`config.mk`:
```
export PLATFORM = sky130hd
export DESIGN_NAME = if_id_queue
export DESIGN_NICKNAME = d
export VERILOG_FILES = /design/src/rtl/if_id_queue.sv
export SDC_FILE = /design/constraint.sdc
export NUM_CORES = 1
export LEC_CHECK = 0
export ABC_AREA = 0
export CAP_MARGIN = 20
export CORE_MARGIN = 5
export CORE_UTILIZATION = 50
export CTS_BUF_LIST = sky130_fd_sc_hd__clkbuf_8
export DETAILED_ROUTE_END_ITERATION = 10
export PLACE_DENSITY = 0.87
export SETUP_SLACK_MARGIN = 0.02
export SLEW_MARGIN = 30
export SYNTH_ARGS = -nofsm -noshare
export SYNTH_HDL_FRONTEND = slang
export SYNTH_SLANG_ARGS = --single-unit
export TNS_END_PERCENT = 5
```
`constraint.sdc`:
```
create_clock -name clk -period 7.2 [get_ports clk]
set_input_delay 1.44 -clock clk [delete_from_list [all_inputs] [get_ports clk]]
set_output_delay 1.44 -clock clk [all_outputs]
set_load 0.01 [all_outputs]
```
`src/rtl/if_id_queue.sv`:
```
// -----------------------------------------------------------------------------
// if_id_queue -- fetch-to-decode instruction queue
//
// A small circular FIFO between the fetch and decode stages. Fetch pushes
// {pc, instr} pairs and decode pops them in order. A flush from decode
// (taken branch or jump) empties the queue in one cycle.
//
// Ports
//   clk        clock, rising edge
//   rst        asynchronous, active-low reset
//   pcF        PC of the fetched instruction
//   instrF     instruction word fetched at pcF
//   validF     fetch offers {pcF, instrF} this cycle
//   readyF     queue has room; also acts as the PC register enable
//   readyD     decode consumes the head entry this cycle
//   validD     head entry is valid
//   instrD     head instruction (NOP when validD is low)
//   pcD        head PC (0 when validD is low)
//   pc_plus4D  pcD + 4 (0 when validD is low)
//   flushD     discard every queued entry
//   count      number of valid entries
//   err        sticky flag: decode pulled from an empty queue
// -----------------------------------------------------------------------------
module if_id_queue #(
   parameter int DEPTH = 2
) (
   input  logic                       clk,
   input  logic                       rst,
   input  logic [31:0]                pcF,
   input  logic [31:0]                instrF,
   input  logic                       validF,
   output logic                       readyF,
   input  logic                       readyD,
   output logic                       validD,
   output logic [31:0]                instrD,
   output logic [31:0]                pcD,
   output logic [31:0]                pc_plus4D,
   input  logic                       flushD,
   output logic [$clog2(DEPTH):0]     count,
   output logic                       err
);

   localparam int PTR_W = $clog2(DEPTH);
   localparam int CNT_W = PTR_W + 1;

   // Entry storage is never reset; only pointers, count and err carry state
   // that matters after reset or flush.
   logic [31:0]      pc_mem_q    [DEPTH];
   logic [31:0]      instr_mem_q [DEPTH];

   logic [PTR_W-1:0] wr_ptr_q, wr_ptr_d;
   logic [PTR_W-1:0] rd_ptr_q, rd_ptr_d;
   logic [CNT_W-1:0] cnt_q, cnt_d;
   logic             err_q, err_d;

   logic             push, pop;

   // Handshakes depend only on registered occupancy, so there is no
   // combinational path from validF/readyD back to readyF/validD.
   assign readyF = (cnt_q != CNT_W'(DEPTH));
   assign validD = (cnt_q != '0);

   assign push = validF & readyF & ~flushD;
   assign pop  = validD & readyD & ~flushD;

   // Pointers are exactly PTR_W bits wide and DEPTH is a power of two,
   // so the natural binary wrap gives modulo-DEPTH advance.
   always_comb begin
      wr_ptr_d = wr_ptr_q;
      rd_ptr_d = rd_ptr_q;
      cnt_d    = cnt_q;
      err_d    = err_q | (readyD & ~validD & ~flushD);
      if (flushD) begin
         wr_ptr_d = '0;
         rd_ptr_d = '0;
         cnt_d    = '0;
      end else begin
         if (push) wr_ptr_d = wr_ptr_q + PTR_W'(1);
         if (pop)  rd_ptr_d = rd_ptr_q + PTR_W'(1);
         case ({push, pop})
            2'b10:   cnt_d = cnt_q + CNT_W'(1);
            2'b01:   cnt_d = cnt_q - CNT_W'(1);
            default: cnt_d = cnt_q;
         endcase
      end
   end

   always_ff @(posedge clk or negedge rst) begin
      if (!rst) begin
         wr_ptr_q <= '0;
         rd_ptr_q <= '0;
         cnt_q    <= '0;
         err_q    <= 1'b0;
      end else begin
         wr_ptr_q <= wr_ptr_d;
         rd_ptr_q <= rd_ptr_d;
         cnt_q    <= cnt_d;
         err_q    <= err_d;
      end
   end

   always_ff @(posedge clk) begin
      if (push) begin
         pc_mem_q[wr_ptr_q]    <= pcF;
         instr_mem_q[wr_ptr_q] <= instrF;
      end
   end

   // Head outputs are gated by validD so an empty queue presents a NOP.
   assign instrD    = validD ? instr_mem_q[rd_ptr_q]         : 32'h0;
   assign pcD       = validD ? pc_mem_q[rd_ptr_q]            : 32'h0;
   assign pc_plus4D = validD ? pc_mem_q[rd_ptr_q] + 32'd4    : 32'h0;

   assign count = cnt_q;
   assign err   = err_q;

endmodule

```
==> impl_results.md <==
- Critical Path Start: rd_ptr_q
- Nets: 699
- Clock root buffer: clkbuf_8
- Clk pwr share: 0.315
- CTS Hold Buffers Added: 0
- Global route total overflow: 0
- Worst reg2reg startpoint: rd_ptr_q
- R2r setup slk: 4.87 ns
- PostCTS Resize Cnt: 0
- Final Hold Violating Endpoints: 0
- DR iter-0 viols: 308
- P&R area growth vs syn: 36.04%
- Worst Path Max Fanout: 50
- Pin count of the biggest net entering global routing: 81
- Final instance area: 8265 sq um
- Post-Route WL: 14,760 um
- Sequential-to-total area share from yosys stat: 0.6532
- Clock Skews: 0.008602 ns
- Vias: 4,376
- CTS max path bufs: 2
- IO buf count: 169
- Cell variety after synth: 49
- GP Congestion: 0.8196
- Mapped Nets: 528
- Crit end category: output port
- Measured slew at the worst slew-check pin: 0.8878 ns
- Row count: 40
- Antenna violations before repair: 0
- Crit Path Class: reg2out
- Syn Inst Count: 458
- Fmax: 174.1 MHz
- Remaining antenna violation count: 0
- Final Max Tran Viols: 0
- Combinational Power Share: 0.177
- CTS Buf Count: 17
- Ports: 170
- Switch Pwr: 468.1 uW
- Vias in the first global route: 4,595
- Synth async-reset ratio: 0.03759
- Reg2reg path depth: 4
- Sink Count: 133
- Worst skew pair latency: 0.42 ns
- Mean routed wirelength per cell: 18.70 um
- Initial Util: 0.5079
- Worst relative slew slack: 0.4082
- Layout cells sized above 1: 0.09034
- Sequential share of power: 0.508
- First-pass GRT wire length: 22,980 um
- Worst hold path type: reg2reg
- Syn Area/Cell: 13.27 sq um
- YS warnings: 0
- Top_reg_cell synth: edfxtp_1
- EDFF count, synth: 128
- GR Util All Layers: 0.2033
- Post-CTS Setup Inserts: 0
- Synthesis-stage register bit count: 133
- Final TNS setup: 0 ns
- Detailed-route DRC error count: 0
- Layout fillers: 842
- Vias per cell: 5.546
- PwrDens: 216.6 nW/um^2
- Core area: 11,960 sq um
- RSZ-0062 raised after global routing: no
- Worst EP arrival: 4.30 ns
- CTS tree: yes
- Die Ht: 120.2 um
- Die width: 120.2 um
- Hold Path Origin: err
- Leak pwr: 0.002711 uW
- CTS clk-pin slew, worst paths: 0.08 ns
- Hold path depth: 1
- H-tree levels: 4
- Max VDD drop: 174.8 uV
- Status: completed
- Crit path required time: 5.76 ns
- Tot Pwr: 1790 uW
- Internal power: 1322 uW
- DR pass1 iterations: 5
- DP Area: 7899 sq um
- Setup violators final: 0
- Final worst-path cycle share: 0.7976
- Critical path launch point type: flop
- Max-cap viol count: 0
- Die area: 14,460 sq um
- HPWL Detailed: 10,140 um
- ANT cells: 0
- Final min period: 5.743 ns
- Post-Syn Area: 6076 sq um
- Sw Share: 0.2614
## metal layers
| layer | up-vias | wire, um | track usage |
|---|---|---|---|
| li1 | 2060 | - | - |
| met1 | 2120 | 6048 | 0.2420 |
| met2 | 182 | 7268 | 0.3442 |
| met3 | 14 | 1247 | 0.07297 |
| met4 | 0 | 191 | 0.06870 |
| met5 | - | 0 | 0 |
## worst paths after layout
| check | end |
|---|---|
| setup / recovery | pc_plus4D[30] |
| hold / removal | err |
| setup reg to reg | rd_ptr_q |
| hold reg to reg | err |
| max in group asynchronous | rd_ptr_q |
| min in group asynchronous | err |
## logic make-up after synthesis
group                      after synthesis  share of synthesized area
AOI/OAI and AO/OA                       38                    0.04325
xor gates and xnor gates                14                    0.02018
adders and majority gates                1                   0.002059
buffers and inverters                   28                    0.02162
DFF                                    133                     0.6532
muxes                                   70                     0.1180
and+or+nand+nor                        174                     0.1417
## Yosys cell counts, types with 6 or more instances
| library cell | n | area [sq um] |
|---|---|---|
| edfxtp_1 | 128 | 3844 |
| nor2_1 | 80 | 300.3 |
| mux2i_1 | 57 | 570.6 |
| nand2_1 | 23 | 86.33 |
| nand3_1 | 13 | 65.06 |
| and2_1 | 12 | 75.07 |
| mux2_2 | 10 | 112.6 |
| nand4_1 | 10 | 62.56 |
| xnor2_1 | 10 | 87.58 |
| buf_2 | 9 | 45.04 |
| clkbuf_1 | 7 | 26.28 |
| a21oi_1 | 6 | 30.03 |
| inv_1 | 6 | 22.52 |
## sequential cells by signal (all words and copies together) (netlist names)
register,count
instr_mem_q,64
wr_ptr_q,1
pc_mem_q,64
count,2
err,1
rd_ptr_q,1
## metrics by stage
| step | util | instances | hold slack (ns) | setup WS [ns] |
|---|---|---|---|---|
| finish | 0.6910 | 789 | 0.5049 | 1.457 |
| global route | 0.6910 | 789 | 0.5322 | 1.165 |
| CTS | 0.6910 | 789 | 0.5059 | 1.471 |
| detailed placement | 0.6604 | 757 | 0.4876 | 1.959 |
| global placement | 0.6599 | 756 | 0.4510 | 2.051 |
| floorplan | - | 458 | 0.5117 | 0.3932 |
## layout by cell type (no fill, tap or decap), types with 5 or more instances in the layout
cell	instances
a21oi_1	6
a31oi_1	5
and2_1	12
clkbuf_8	17
clkdlybuf4s50_1	169
clkinvlp_4	7
edfxtp_1	128
inv_1	6
mux2_2	10
mux2i_1	57
nand2_1	23
nand3_1	13
nand4_1	10
nand4b_1	5
nor2_1	79
o21ai_0	5
xnor2_1	10
## layout make-up
| type | instances | area (sq um) | share of cell area |
|---|---|---|---|
| Clock buffer | 17 | 234.0 | 0.02831 |
| Tap cell | 147 | 183.9 | 0.02225 |
| Inverter | 6 | 22.52 | 0.002725 |
| Timing Repair Buffer | 174 | 1727 | 0.2089 |
| Sequential cell | 133 | 3973 | 0.4806 |
| Clock inverter | 15 | 132.6 | 0.01605 |
| Multi-Input combinational cell | 297 | 1993 | 0.2411 |
## worst max-delay path, cell delays in order, from the launching register on
cell and delay, ns:
dfrtp_4 0.87, buf_4 0.65, nand4_1 0.21, a22oi_1 0.33, nand4_1 0.35, or4b_1 0.61
a21oi_1 0.22, clkdlybuf4s50_1 0.58
## power groups by stage
stage | clock network (uW) | logic, uW | registers [uW]
final | 564 | 317 | 909
after detailed placement | 0 | 318 | 926
after CTS | 579 | 320 | 909
after global placement | 0 | 312 | 923
after global routing | 616 | 341 | 913
after floorplan | 0 | 160 | 917
Note: power is estimated with default switching activity, not from simulation.
